<file path="src/rtl/i2s_audio_transmitter_pkg.sv">
// Shared I2S framing constants and the slot-to-word-select mapping used by
// the transmitter (and future I2S master blocks).
package i2s_pkg;

   localparam int slot_bits  = 32;
   localparam int frame_bits = 64;
   localparam int w_slot_cnt = 6;

   // WS leads each channel by one bit: high for slots 31..62.
   function automatic logic ws_of_slot(input logic [w_slot_cnt-1:0] n);
      return (n >= w_slot_cnt'(31)) && (n <= w_slot_cnt'(62));
   endfunction

endpackage

</file>
<file path="src/rtl/i2s_audio_transmitter_sck_gen.sv">
// I2S bit-clock divider: SCK toggles every sck_half clk cycles and a one-clk
// strobe marks the cycle whose edge takes SCK from 1 to 0.
module i2s_sck_gen #(
   parameter int sck_half = 8
) (
   input  logic clk,
   input  logic reset,
   output logic sck,
   output logic sck_fall
);

   localparam int cnt_w = (sck_half > 1) ? $clog2(sck_half) : 1;
   localparam logic [cnt_w-1:0] half_last = cnt_w'(sck_half - 1);

   logic [cnt_w-1:0] half_cnt_q, half_cnt_d;
   logic             sck_q, sck_d;

   // sck_fall is asserted in the cycle before SCK drops, so registered bus
   // outputs enabled by it change on the same clk edge as SCK.
   always_comb begin
      half_cnt_d = half_cnt_q + cnt_w'(1);
      sck_d      = sck_q;
      sck_fall   = 1'b0;
      if (half_cnt_q == half_last) begin
         half_cnt_d = '0;
         sck_d      = ~sck_q;
         sck_fall   = sck_q;
      end
   end

   always_ff @(posedge clk or posedge reset) begin
      if (reset) begin
         half_cnt_q <= '0;
         sck_q      <= 1'b0;
      end else begin
         half_cnt_q <= half_cnt_d;
         sck_q      <= sck_d;
      end
   end

   assign sck = sck_q;

endmodule

</file>
<file path="src/rtl/i2s_audio_transmitter.sv">
// I2S master transmitter: stereo sample pairs enter through a one-pair
// holding buffer and are shifted out MSB first; on underrun the last pair repeats.
module i2s_audio_transmitter
   import i2s_pkg::*;
#(
   parameter int clk_mhz  = 50,
   parameter int w_sample = 16,
   parameter int sck_half = 8
) (
   input  logic                clk,
   input  logic                reset,
   input  logic                in_valid,
   output logic                in_ready,
   input  logic [w_sample-1:0] in_left,
   input  logic [w_sample-1:0] in_right,
   output logic                sck,
   output logic                ws,
   output logic                sd,
   output logic                frame_start,
   output logic                underrun
);

   if (w_sample < 1 || w_sample > slot_bits || sck_half < 2 || clk_mhz < 1) begin : g_bad_cfg
      $error("i2s_audio_transmitter: illegal parameter combination");
   end

   logic                  sck_fall;
   logic                  load;
   logic                  xfer;
   logic [w_slot_cnt-1:0] n_q, n_d;
   logic                  ws_q, ws_d;
   logic [frame_bits-1:0] shift_q, shift_d;
   logic                  full_q, full_d;
   logic [w_sample-1:0]   buf_l_q, buf_l_d, buf_r_q, buf_r_d;
   logic [w_sample-1:0]   last_l_q, last_l_d, last_r_q, last_r_d;
   logic                  frame_start_q, frame_start_d;
   logic                  underrun_q, underrun_d;
   logic [w_sample-1:0]   src_l, src_r;
   logic [frame_bits-1:0] frame_w;

   i2s_sck_gen #(.sck_half(sck_half)) u_sck_gen (
      .clk     (clk),
      .reset   (reset),
      .sck     (sck),
      .sck_fall(sck_fall)
   );

   // Valid/ready: a pair moves when in_valid and in_ready are both high on a
   // rising clk edge; upstream holds the pair stable while in_ready is low.
   assign xfer = in_valid & ~full_q;
   assign load = sck_fall & (n_q == '1);

   always_comb begin
      n_d           = n_q;
      ws_d          = ws_q;
      shift_d       = shift_q;
      full_d        = full_q;
      buf_l_d       = buf_l_q;
      buf_r_d       = buf_r_q;
      last_l_d      = last_l_q;
      last_r_d      = last_r_q;
      frame_start_d = 1'b0;
      underrun_d    = 1'b0;
      src_l         = full_q ? buf_l_q : last_l_q;
      src_r         = full_q ? buf_r_q : last_r_q;
      frame_w       = '0;
      frame_w[frame_bits-1 -: w_sample] = src_l;
      frame_w[slot_bits-1 -: w_sample]  = src_r;
      if (sck_fall) begin
         n_d  = n_q + w_slot_cnt'(1);
         ws_d = ws_of_slot(n_d);
         if (load) begin
            shift_d       = frame_w;
            last_l_d      = src_l;
            last_r_d      = src_r;
            full_d        = 1'b0;
            frame_start_d = 1'b1;
            underrun_d    = ~full_q;
         end else begin
            shift_d = {shift_q[frame_bits-2:0], 1'b0};
         end
      end
      // A capture in the load cycle wins over the clear so no pair is dropped.
      if (xfer) begin
         buf_l_d = in_left;
         buf_r_d = in_right;
         full_d  = 1'b1;
      end
   end

   always_ff @(posedge clk or posedge reset) begin
      if (reset) begin
         n_q           <= '1;
         ws_q          <= 1'b0;
         shift_q       <= '0;
         full_q        <= 1'b0;
         buf_l_q       <= '0;
         buf_r_q       <= '0;
         last_l_q      <= '0;
         last_r_q      <= '0;
         frame_start_q <= 1'b0;
         underrun_q    <= 1'b0;
      end else begin
         n_q           <= n_d;
         ws_q          <= ws_d;
         shift_q       <= shift_d;
         full_q        <= full_d;
         buf_l_q       <= buf_l_d;
         buf_r_q       <= buf_r_d;
         last_l_q      <= last_l_d;
         last_r_q      <= last_r_d;
         frame_start_q <= frame_start_d;
         underrun_q    <= underrun_d;
      end
   end

   assign in_ready    = ~full_q;
   assign ws          = ws_q;
   assign sd          = shift_q[frame_bits-1];
   assign frame_start = frame_start_q;
   assign underrun    = underrun_q;

endmodule

</file>
<file path="config.mk">
export PLATFORM = sky130hd
export DESIGN_NAME = i2s_audio_transmitter
export DESIGN_NICKNAME = d
export VERILOG_FILES = /design/src/rtl/i2s_audio_transmitter_pkg.sv /design/src/rtl/i2s_audio_transmitter_sck_gen.sv /design/src/rtl/i2s_audio_transmitter.sv
export SDC_FILE = /design/constraint.sdc
export NUM_CORES = 1
export LEC_CHECK = 0
export BUFFER_PORTS_ARGS = -buffer_cell sky130_fd_sc_hd__buf_2
export CAP_MARGIN = 20
export CORE_MARGIN = 2
export CORE_UTILIZATION = 35
export CTS_CLUSTER_DIAMETER = 50
export CTS_CLUSTER_SIZE = 28
export DETAILED_ROUTE_END_ITERATION = 12
export PLACE_DENSITY = 0.55
export SLEW_MARGIN = 0
export SYNTH_ARGS = -nofsm -noshare
export SYNTH_HDL_FRONTEND = slang
export SYNTH_SLANG_ARGS = --single-unit
</file>
<file path="constraint.sdc">
create_clock -name clk -period 6.6 [get_ports clk]
set_input_delay 0 -clock clk [delete_from_list [all_inputs] [get_ports clk]]
set_output_delay 0 -clock clk [all_outputs]
set_load 0.05 [all_outputs]
</file>
==> results of run 1 <==
[worst register-to-register path, stage by stage (launching register included)]
cell,delay (ns)
sky130_fd_sc_hd__dfrtp_1,0.35
sky130_fd_sc_hd__ha_1,0.15
sky130_fd_sc_hd__ha_1,0.25
sky130_fd_sc_hd__nand2_2,0.59
sky130_fd_sc_hd__nor3_4,0.45
sky130_fd_sc_hd__nand2_4,0.24
sky130_fd_sc_hd__mux2_4,0.39
[metal layers]
| metal | GRT usage [%] | vias to the layer above | routed length, µm |
|---|---|---|---|
| met5 | 0 | - | 0 |
| met4 | 7.527 | 0 | 214 |
| met2 | 23.00 | 42 | 5172 |
| li1 | - | 1797 | - |
| met3 | 3.344 | 18 | 241 |
| met1 | 17.10 | 1808 | 4901 |
[cells in the mapped netlist (all sizes together)]
master,instances,share of area (%)
ha,5,1.1
a21boi,1,0.14
xnor2,6,0.95
a21oi,16,1.5
mux2,64,14
o21a,1,0.14
mux2i,17,3.1
o21ai,49,4.4
and3b,1,0.16
nand4,3,0.34
a211o,1,0.16
and2,1,0.11
nor3,3,0.48
dfrtp,120,54
nor2b,17,1.9
dfstp,6,2.9
or2,1,0.11
inv,5,0.34
xor2,2,0.32
nand2,56,3.9
clkbuf,18,1.2
a211oi,16,2.2
buf,15,1.3
nor2,34,2.3
o2111ai,1,0.16
o311ai,1,0.16
nand4b,1,0.16
nand3,1,0.091
o31ai,16,2.2
[flip-flops by register name (all words and copies together) (netlist names), 3 cells and up]
register,cells
shift_q,48
last_r_q,16
last_l_q,16
buf_l_q,16
n_q,6
u_sck_gen.half_cnt_q,3
buf_r_q,16
[cells in the final DEF, fill, tap and decap left out, types with 6 or more instances in the layout]
cell type and count:
sky130_fd_sc_hd__nor2b_1 16, sky130_fd_sc_hd__nor2_1 33, sky130_fd_sc_hd__buf_2 40, sky130_fd_sc_hd__a211oi_1 16, sky130_fd_sc_hd__o21ai_0 49, sky130_fd_sc_hd__mux2i_1 17
sky130_fd_sc_hd__mux2_4 9, sky130_fd_sc_hd__xnor2_1 6, sky130_fd_sc_hd__dfrtp_1 119, sky130_fd_sc_hd__clkbuf_16 17, sky130_fd_sc_hd__mux2_2 53, sky130_fd_sc_hd__dlygate4sd3_1 34
sky130_fd_sc_hd__dfstp_2 6, sky130_fd_sc_hd__nand2_1 54, sky130_fd_sc_hd__a21oi_1 16, sky130_fd_sc_hd__o31ai_1 16
[power groups by stage]
| stage | clock, W | sequential [W] | combinational, W |
|---|---|---|---|
| final | 0.000904 | 0.000817 | 0.0000766 |
| after global routing | 0.000964 | 0.000820 | 0.0000871 |
| after CTS | 0.000926 | 0.000817 | 0.0000792 |
| after detailed placement | 0 | 0.000830 | 0.0000639 |
| after global placement | 0 | 0.000829 | 0.0000619 |
| after floorplan | 0 | 0.000823 | 0.0000423 |
[worst min path at each step]
stage | from | to | slack, ns
after floorplan | in_valid | full_q | 0.12
after global placement | in_left[14] | buf_l_q[14] | 0.22
after detailed placement | in_left[14] | buf_l_q[14] | 0.22
after CTS | in_left[14] | buf_l_q[14] | 0.32
after global routing | in_left[10] | buf_l_q[10] | 0.34
final | reset | ws | 0.31
[logic make-up after synthesis]
| family | Yosys count | synth area share (%) |
|---|---|---|
| AOI/OAI and AO/OA | 102 | 11.01 |
| muxes | 81 | 16.77 |
| adders and majority gates | 5 | 1.135 |
| xor gates and xnor gates | 8 | 1.271 |
| DFF | 126 | 57.32 |
| buffers and inverters | 38 | 2.859 |
| and+or+nand+nor | 118 | 9.644 |
[through the flow]
step,instances,hold slack [ns]
2_1_floorplan,478,0.1170
3_3_place_gp,700,0.2207
3_5_place_dp,700,0.2206
4_1_cts,766,0.3178
5_1_grt,768,0.3364
6_report,768,0.3084
[final cells by class]
class / instances / area (µm²)
clock buffer: 25 / 495.5
timing repair buffer: 80 / 625.6
clock inverter: 7 / 85.08
tap: 211 / 264.0
inverter: 5 / 21.27
sequential: 126 / 3162
fill: 1465 / 8453
multi-input combinational: 314 / 2208
==> impl_metrics.xml, run 1 <==
<?xml version="1.0" encoding="UTF-8"?>
<metrics>
  <group name="die">
    <metric name="die_height" unit="µm">129.5</metric>
    <metric name="number_of_rows_created_at_floorplan" unit="">45</metric>
    <metric name="floorplan.die_area" unit="µm²">16770</metric>
    <metric name="core_area" unit="µm²">15310</metric>
    <metric name="io_pins" unit="">41</metric>
    <metric name="floorplan.initialDensity" unit="%">36.00</metric>
    <metric name="dieWidth" unit="µm">129.5</metric>
  </group>
  <group name="cells_and_area">
    <metric name="layout.core_utilization" unit="%">44.80</metric>
    <metric name="insertedDiodeCount" unit="">0</metric>
    <metric name="final_layout_size_suffix_gt1_share" unit="%">26.75</metric>
    <metric name="area_growth_syn_to_layout" unit="%">24.44</metric>
    <metric name="finalInstanceArea" unit="µm²">6862</metric>
    <metric name="nets" unit="">584</metric>
  </group>
  <group name="worst_setup_path">
    <metric name="worst-path-max-fanout" unit="">55</metric>
    <metric name="reg2reg_setup_slack" unit="ns">4.07</metric>
    <metric name="critical_path.slowest_cell" unit="">sky130_fd_sc_hd__nand2_2</metric>
    <metric name="critical_path.reg2reg.endpoint" unit="">last_l_q[5]</metric>
    <metric name="critPathCaptureType" unit="">flip-flop</metric>
    <metric name="worstPathArrival" unit="ns">2.82</metric>
    <metric name="crit-reg2reg-launch" unit="">u_sck_gen.half_cnt_q[0]</metric>
    <metric name="timing.critical_path.from_type" unit="">flip-flop</metric>
    <metric name="ff2ff_path_depth" unit="">6</metric>
    <metric name="worstPathRequired" unit="ns">6.89</metric>
    <metric name="worstSetupStartpoint" unit="">u_sck_gen.half_cnt_q[0]</metric>
    <metric name="critical_path_depth" unit="">6</metric>
    <metric name="cp.buffers_inverters" unit="">0</metric>
    <metric name="worstSetupEndpoint" unit="">last_l_q[5]</metric>
    <metric name="most_repeated_library_cell_on_the_critical_path" unit="">sky130_fd_sc_hd__ha_1</metric>
    <metric name="critical_path_class" unit="">flip-flop to flip-flop</metric>
    <metric name="crit_path_cell_chain" unit="">ha_1 -&gt; ha_1 -&gt; nand2_2 -&gt; nor3_4 -&gt; nand2_4 -&gt; mux2_4</metric>
    <metric name="critical_path_s_top_delay_family" unit="">simple AND/OR/NAND/NOR gates</metric>
    <metric name="max_stage_delay" unit="ns">0.59</metric>
  </group>
  <group name="synthesis">
    <metric name="synth_cell_types" unit="">35</metric>
    <metric name="netlist_instances" unit="">478</metric>
    <metric name="syn_avg_cell_area" unit="µm²">11.54</metric>
    <metric name="post_synth_instance_area" unit="µm²">5514</metric>
    <metric name="syn_nets" unit="">518</metric>
    <metric name="sequential_to_total_area_share_from_yosys_stat" unit="%">57.32</metric>
    <metric name="ys_seq_elements" unit="">126</metric>
    <metric name="yosysWarnings" unit="">0</metric>
  </group>
  <group name="timing">
    <metric name="totalNegativeSetupSlack" unit="ns">0</metric>
    <metric name="worst_clock_skew" unit="ns">0.005861</metric>
    <metric name="slew_worst_pin" unit="ns">1.014</metric>
    <metric name="min_period_over_period" unit="%">38.29</metric>
    <metric name="setup_viol_count_final" unit="">0</metric>
    <metric name="max_freq" unit="GHz">0.3957</metric>
    <metric name="timing_max_transition_violations_final" unit="">0</metric>
    <metric name="rsz0062_at_grt" unit="">false</metric>
    <metric name="timing.slew.headroom" unit="%">32.19</metric>
    <metric name="post-route-worst-setup-slack" unit="ns">4.073</metric>
    <metric name="timing_hold_violations_final" unit="">0</metric>
    <metric name="finalWorstPathRequiredPeriod" unit="ns">2.527</metric>
  </group>
  <group name="clock_tree">
    <metric name="clock_latency" unit="ns">0.41</metric>
    <metric name="ctsHoldBuffers" unit="">34</metric>
    <metric name="cts.path.max_buffers" unit="">2</metric>
    <metric name="clock-root-buffer" unit="">sky130_fd_sc_hd__clkbuf_16</metric>
    <metric name="clock_transition_at_the_register_clock_pins_on_the_worst_setup_and_hold_paths_after_cts" unit="ns">0.05</metric>
    <metric name="cts_made_buffers" unit="">17</metric>
    <metric name="tritoncts_num_sinks" unit="">126</metric>
    <metric name="post_cts_resized" unit="">0</metric>
    <metric name="h-tree-depth" unit="">4</metric>
    <metric name="postCtsSetupBuffers" unit="">0</metric>
    <metric name="cts_tree" unit="">done</metric>
  </group>
  <group name="routing">
    <metric name="routed_via_density" unit="">4.772</metric>
    <metric name="finalWirelength" unit="µm">10530</metric>
    <metric name="routed-via-count" unit="">3665</metric>
    <metric name="final_antenna_net_count" unit="">0</metric>
    <metric name="drt_pre_antenna_iters" unit="">4</metric>
    <metric name="wl_per_cell" unit="µm">13.71</metric>
    <metric name="drtIter0Drc" unit="">241</metric>
    <metric name="drc_errors" unit="">0</metric>
  </group>
  <group name="power">
    <metric name="sequentialPowerShare" unit="%">45.4</metric>
    <metric name="power-per-cell-area" unit="nW/µm²">262.0</metric>
    <metric name="power_report.internal_total" unit="W">0.001435</metric>
    <metric name="power.static_leakage" unit="nW">3.198</metric>
    <metric name="share_clk_of_total_power" unit="%">50.3</metric>
    <metric name="worst_vdd_rail_ir_drop" unit="µV">150.0</metric>
    <metric name="p_comb_share" unit="%">4.3</metric>
    <metric name="totalPowerFinal" unit="W">0.001798</metric>
    <metric name="switchingPower" unit="W">0.0003630</metric>
    <metric name="sw_frac_of_total" unit="%">20.19</metric>
  </group>
  <group name="global_route">
    <metric name="grt_pass1_vias" unit="">3836</metric>
    <metric name="grtUsageTotal" unit="%">14.00</metric>
    <metric name="global_route.overflow_total" unit="">0</metric>
    <metric name="grt_max_degree" unit="">72</metric>
    <metric name="grt_antenna_before_repair" unit="">0</metric>
    <metric name="grt_first_pass_wirelength" unit="µm">18310</metric>
  </group>
  <group name="status">
    <metric name="status" unit="">completed</metric>
  </group>
  <group name="placement">
    <metric name="placed_cell_area" unit="µm²">5886</metric>
    <metric name="port_buffers" unit="">40</metric>
    <metric name="detailedPlacementHpwl" unit="µm">6268</metric>
    <metric name="pre_cts_slack" unit="ns">3.791</metric>
    <metric name="routabilityCongestion" unit="">0.7388</metric>
  </group>
  <group name="hold_path">
    <metric name="min_path_type" unit="">input port to async pin</metric>
  </group>
  <group name="job">
    <metric name="drv_cap" unit="">0</metric>
  </group>
</metrics>
Power figures use the tool's default switching activity.
==> run 2: changes to the inputs <==
- PLACE_DENSITY: 0.55 -> 0.57
- clock period: 6.6 -> 2.1 ns (I/O delays scaled with it)
==> impl_metrics.xml, run 2 (same netlist as run 1, synthesis figures left out) <==
<?xml version="1.0" encoding="UTF-8"?>
<metrics>
  <group name="status">
    <metric name="status" unit="">completed</metric>
  </group>
  <group name="clock_tree">
    <metric name="cts_tree" unit="">done</metric>
    <metric name="cts_made_buffers" unit="">17</metric>
    <metric name="clock_transition_at_the_register_clock_pins_on_the_worst_setup_and_hold_paths_after_cts" unit="ns">0.05</metric>
    <metric name="tritoncts_num_sinks" unit="">126</metric>
    <metric name="clock-root-buffer" unit="">sky130_fd_sc_hd__clkbuf_16</metric>
    <metric name="clock_latency" unit="ns">0.42</metric>
    <metric name="h-tree-depth" unit="">4</metric>
    <metric name="cts.path.max_buffers" unit="">2</metric>
  </group>
  <group name="die">
    <metric name="io_pins" unit="">41</metric>
    <metric name="floorplan.die_area" unit="µm²">16770</metric>
    <metric name="floorplan.initialDensity" unit="%">36.00</metric>
    <metric name="number_of_rows_created_at_floorplan" unit="">45</metric>
    <metric name="die_height" unit="µm">129.5</metric>
    <metric name="core_area" unit="µm²">15310</metric>
    <metric name="dieWidth" unit="µm">129.5</metric>
  </group>
  <group name="placement">
    <metric name="port_buffers" unit="">40</metric>
    <metric name="routabilityCongestion" unit="">0.7435</metric>
    <metric name="placed_cell_area" unit="µm²">6047</metric>
    <metric name="detailedPlacementHpwl" unit="µm">6459</metric>
  </group>
  <group name="cells_and_area">
    <metric name="top_register" unit="">shift_q</metric>
    <metric name="largest_register_ffs" unit="">48</metric>
    <metric name="insertedDiodeCount" unit="">0</metric>
    <metric name="final_common_cell" unit="">sky130_fd_sc_hd__dfrtp_1</metric>
    <metric name="final_layout_size_suffix_gt1_share" unit="%">28.60</metric>
    <metric name="final_cell_mix" unit="">119 x sky130_fd_sc_hd__dfrtp_1, 55 x sky130_fd_sc_hd__nand2_1, 53 x sky130_fd_sc_hd__mux2_2, 49 x sky130_fd_sc_hd__o21ai_0, 40 x sky130_fd_sc_hd__buf_2</metric>
    <metric name="finalInstanceArea" unit="µm²">7079</metric>
    <metric name="area_growth_syn_to_layout" unit="%">28.39</metric>
    <metric name="nets" unit="">597</metric>
    <metric name="layout.core_utilization" unit="%">46.23</metric>
    <metric name="layout.filler_cells" unit="">1419</metric>
  </group>
  <group name="global_route">
    <metric name="global_route.overflow_total" unit="">0</metric>
    <metric name="grt_pass1_vias" unit="">3763</metric>
    <metric name="grtUsageTotal" unit="%">13.68</metric>
    <metric name="grt_antenna_before_repair" unit="">0</metric>
    <metric name="grt_first_pass_wirelength" unit="µm">18080</metric>
    <metric name="grt_max_degree" unit="">127</metric>
  </group>
  <group name="power">
    <metric name="totalPowerFinal" unit="W">0.005861</metric>
    <metric name="power-per-cell-area" unit="nW/µm²">828.0</metric>
    <metric name="worst_vdd_rail_ir_drop" unit="µV">470.1</metric>
    <metric name="power.static_leakage" unit="nW">3.281</metric>
  </group>
  <group name="routing">
    <metric name="drt_pre_antenna_iters" unit="">5</metric>
    <metric name="drtIter0Drc" unit="">287</metric>
    <metric name="final_antenna_net_count" unit="">0</metric>
    <metric name="drc_errors" unit="">0</metric>
    <metric name="routed-via-count" unit="">3763</metric>
    <metric name="finalWirelength" unit="µm">10580</metric>
    <metric name="wl_per_cell" unit="µm">13.55</metric>
    <metric name="routed_via_density" unit="">4.818</metric>
  </group>
  <group name="timing">
    <metric name="setup_viol_count_final" unit="">0</metric>
    <metric name="min_period_over_period" unit="%">96.24</metric>
    <metric name="totalNegativeSetupSlack" unit="ns">0</metric>
    <metric name="slew_worst_pin" unit="ns">0.7265</metric>
    <metric name="worst_clock_skew" unit="ns">0.006199</metric>
    <metric name="timing_max_transition_violations_final" unit="">0</metric>
    <metric name="finalWorstPathRequiredPeriod" unit="ns">2.021</metric>
    <metric name="max_freq" unit="GHz">0.4948</metric>
    <metric name="timing_hold_violations_final" unit="">0</metric>
    <metric name="timing.slew.headroom" unit="%">51.56</metric>
  </group>
  <group name="worst_setup_path">
    <metric name="critPathCaptureType" unit="">flip-flop</metric>
    <metric name="timing.critical_path.from_type" unit="">flip-flop</metric>
    <metric name="worstPathArrival" unit="ns">2.32</metric>
    <metric name="critical_path_class" unit="">flip-flop to flip-flop</metric>
    <metric name="worst-path-max-fanout" unit="">10</metric>
    <metric name="worstPathRequired" unit="ns">2.40</metric>
  </group>
  <group name="job">
    <metric name="drv_cap" unit="">0</metric>
  </group>
  <group name="hold_path">
    <metric name="min_path_type" unit="">input port to async pin</metric>
  </group>
</metrics>
## run 2: worst paths after layout
| check | from | end | slack [ns] | cells after the start |
|---|---|---|---|---|
| min in group clk | in_left[8] | buf_l_q[8] | 0.34 | 3 |
| max in group asynchronous | reset | shift_q[35] | 1.23 | 4 |
| hold / removal | reset | buf_l_q[0] | 0.26 | 4 |
| setup reg to reg | n_q[0] | last_l_q[5] | 0.08 | 7 |
| hold reg to reg | u_sck_gen.half_cnt_q[0] | u_sck_gen.half_cnt_q[0] | 0.46 | 1 |
| setup / recovery | n_q[0] | last_l_q[5] | 0.08 | 7 |
## run 2: per-layer routing
layer	global-route usage, %	wire, µm	vias to the layer above
met5	0	0	-
met2	21.80	5078	54
li1	-	-	1831
met4	6.894	262	0
met3	3.716	387	19
met1	17.23	4855	1859
## run 2: through the flow
stage                     instances  hold WS [ns]  worst slack (ns)
after floorplan                 478        0.1170           0.08078
after global placement          712        0.2184            0.1397
after detailed placement        712        0.2328           0.02030
after CTS                       778        0.3253           0.01265
after global routing            781        0.3460          -0.01570
final                           781        0.2630           0.07901
## run 2: repair_timing
| action | CTS | global route |
|---|---|---|
| resized for setup | 0 | 5 |
| setup buffers | 0 | 2 |
| setup endpoints to repair | 0 | 46 |
| endpoints found under the hold margin | 153 | 0 |
| hold buffers | 34 | 0 |
## run 2: final cells by class
type,count,area [µm²],share of cell area [%]
well taps,211,264.0,3.729
clock inverters,11,163.9,2.315
repair buffers,92,770.7,10.89
multi-input cells,315,2236,31.58
clock buffers,21,460.4,6.504
inverters,5,22.52,0.3181
flip-flops and latches,126,3162,44.66
## run 2: worst max-delay path, stage by stage, from the launching register on
cell	delay, ns
sky130_fd_sc_hd__dfstp_2	0.62
sky130_fd_sc_hd__ha_4	0.19
sky130_fd_sc_hd__nand2_1	0.09
sky130_fd_sc_hd__buf_4	0.18
sky130_fd_sc_hd__nor3_4	0.22
sky130_fd_sc_hd__buf_12	0.15
sky130_fd_sc_hd__nand2_8	0.10
sky130_fd_sc_hd__mux2_4	0.34
## run 2: power breakdown
part	switching, W	internal [W]	leakage (nW)	total [W]
combinational	0.000100	0.000139	1.31	0.000239
sequential	0.0000539	0.00251	1.67	0.00257
clock	0.00102	0.00204	0.303	0.00306
total	0.00117	0.00469	3.28	0.00586
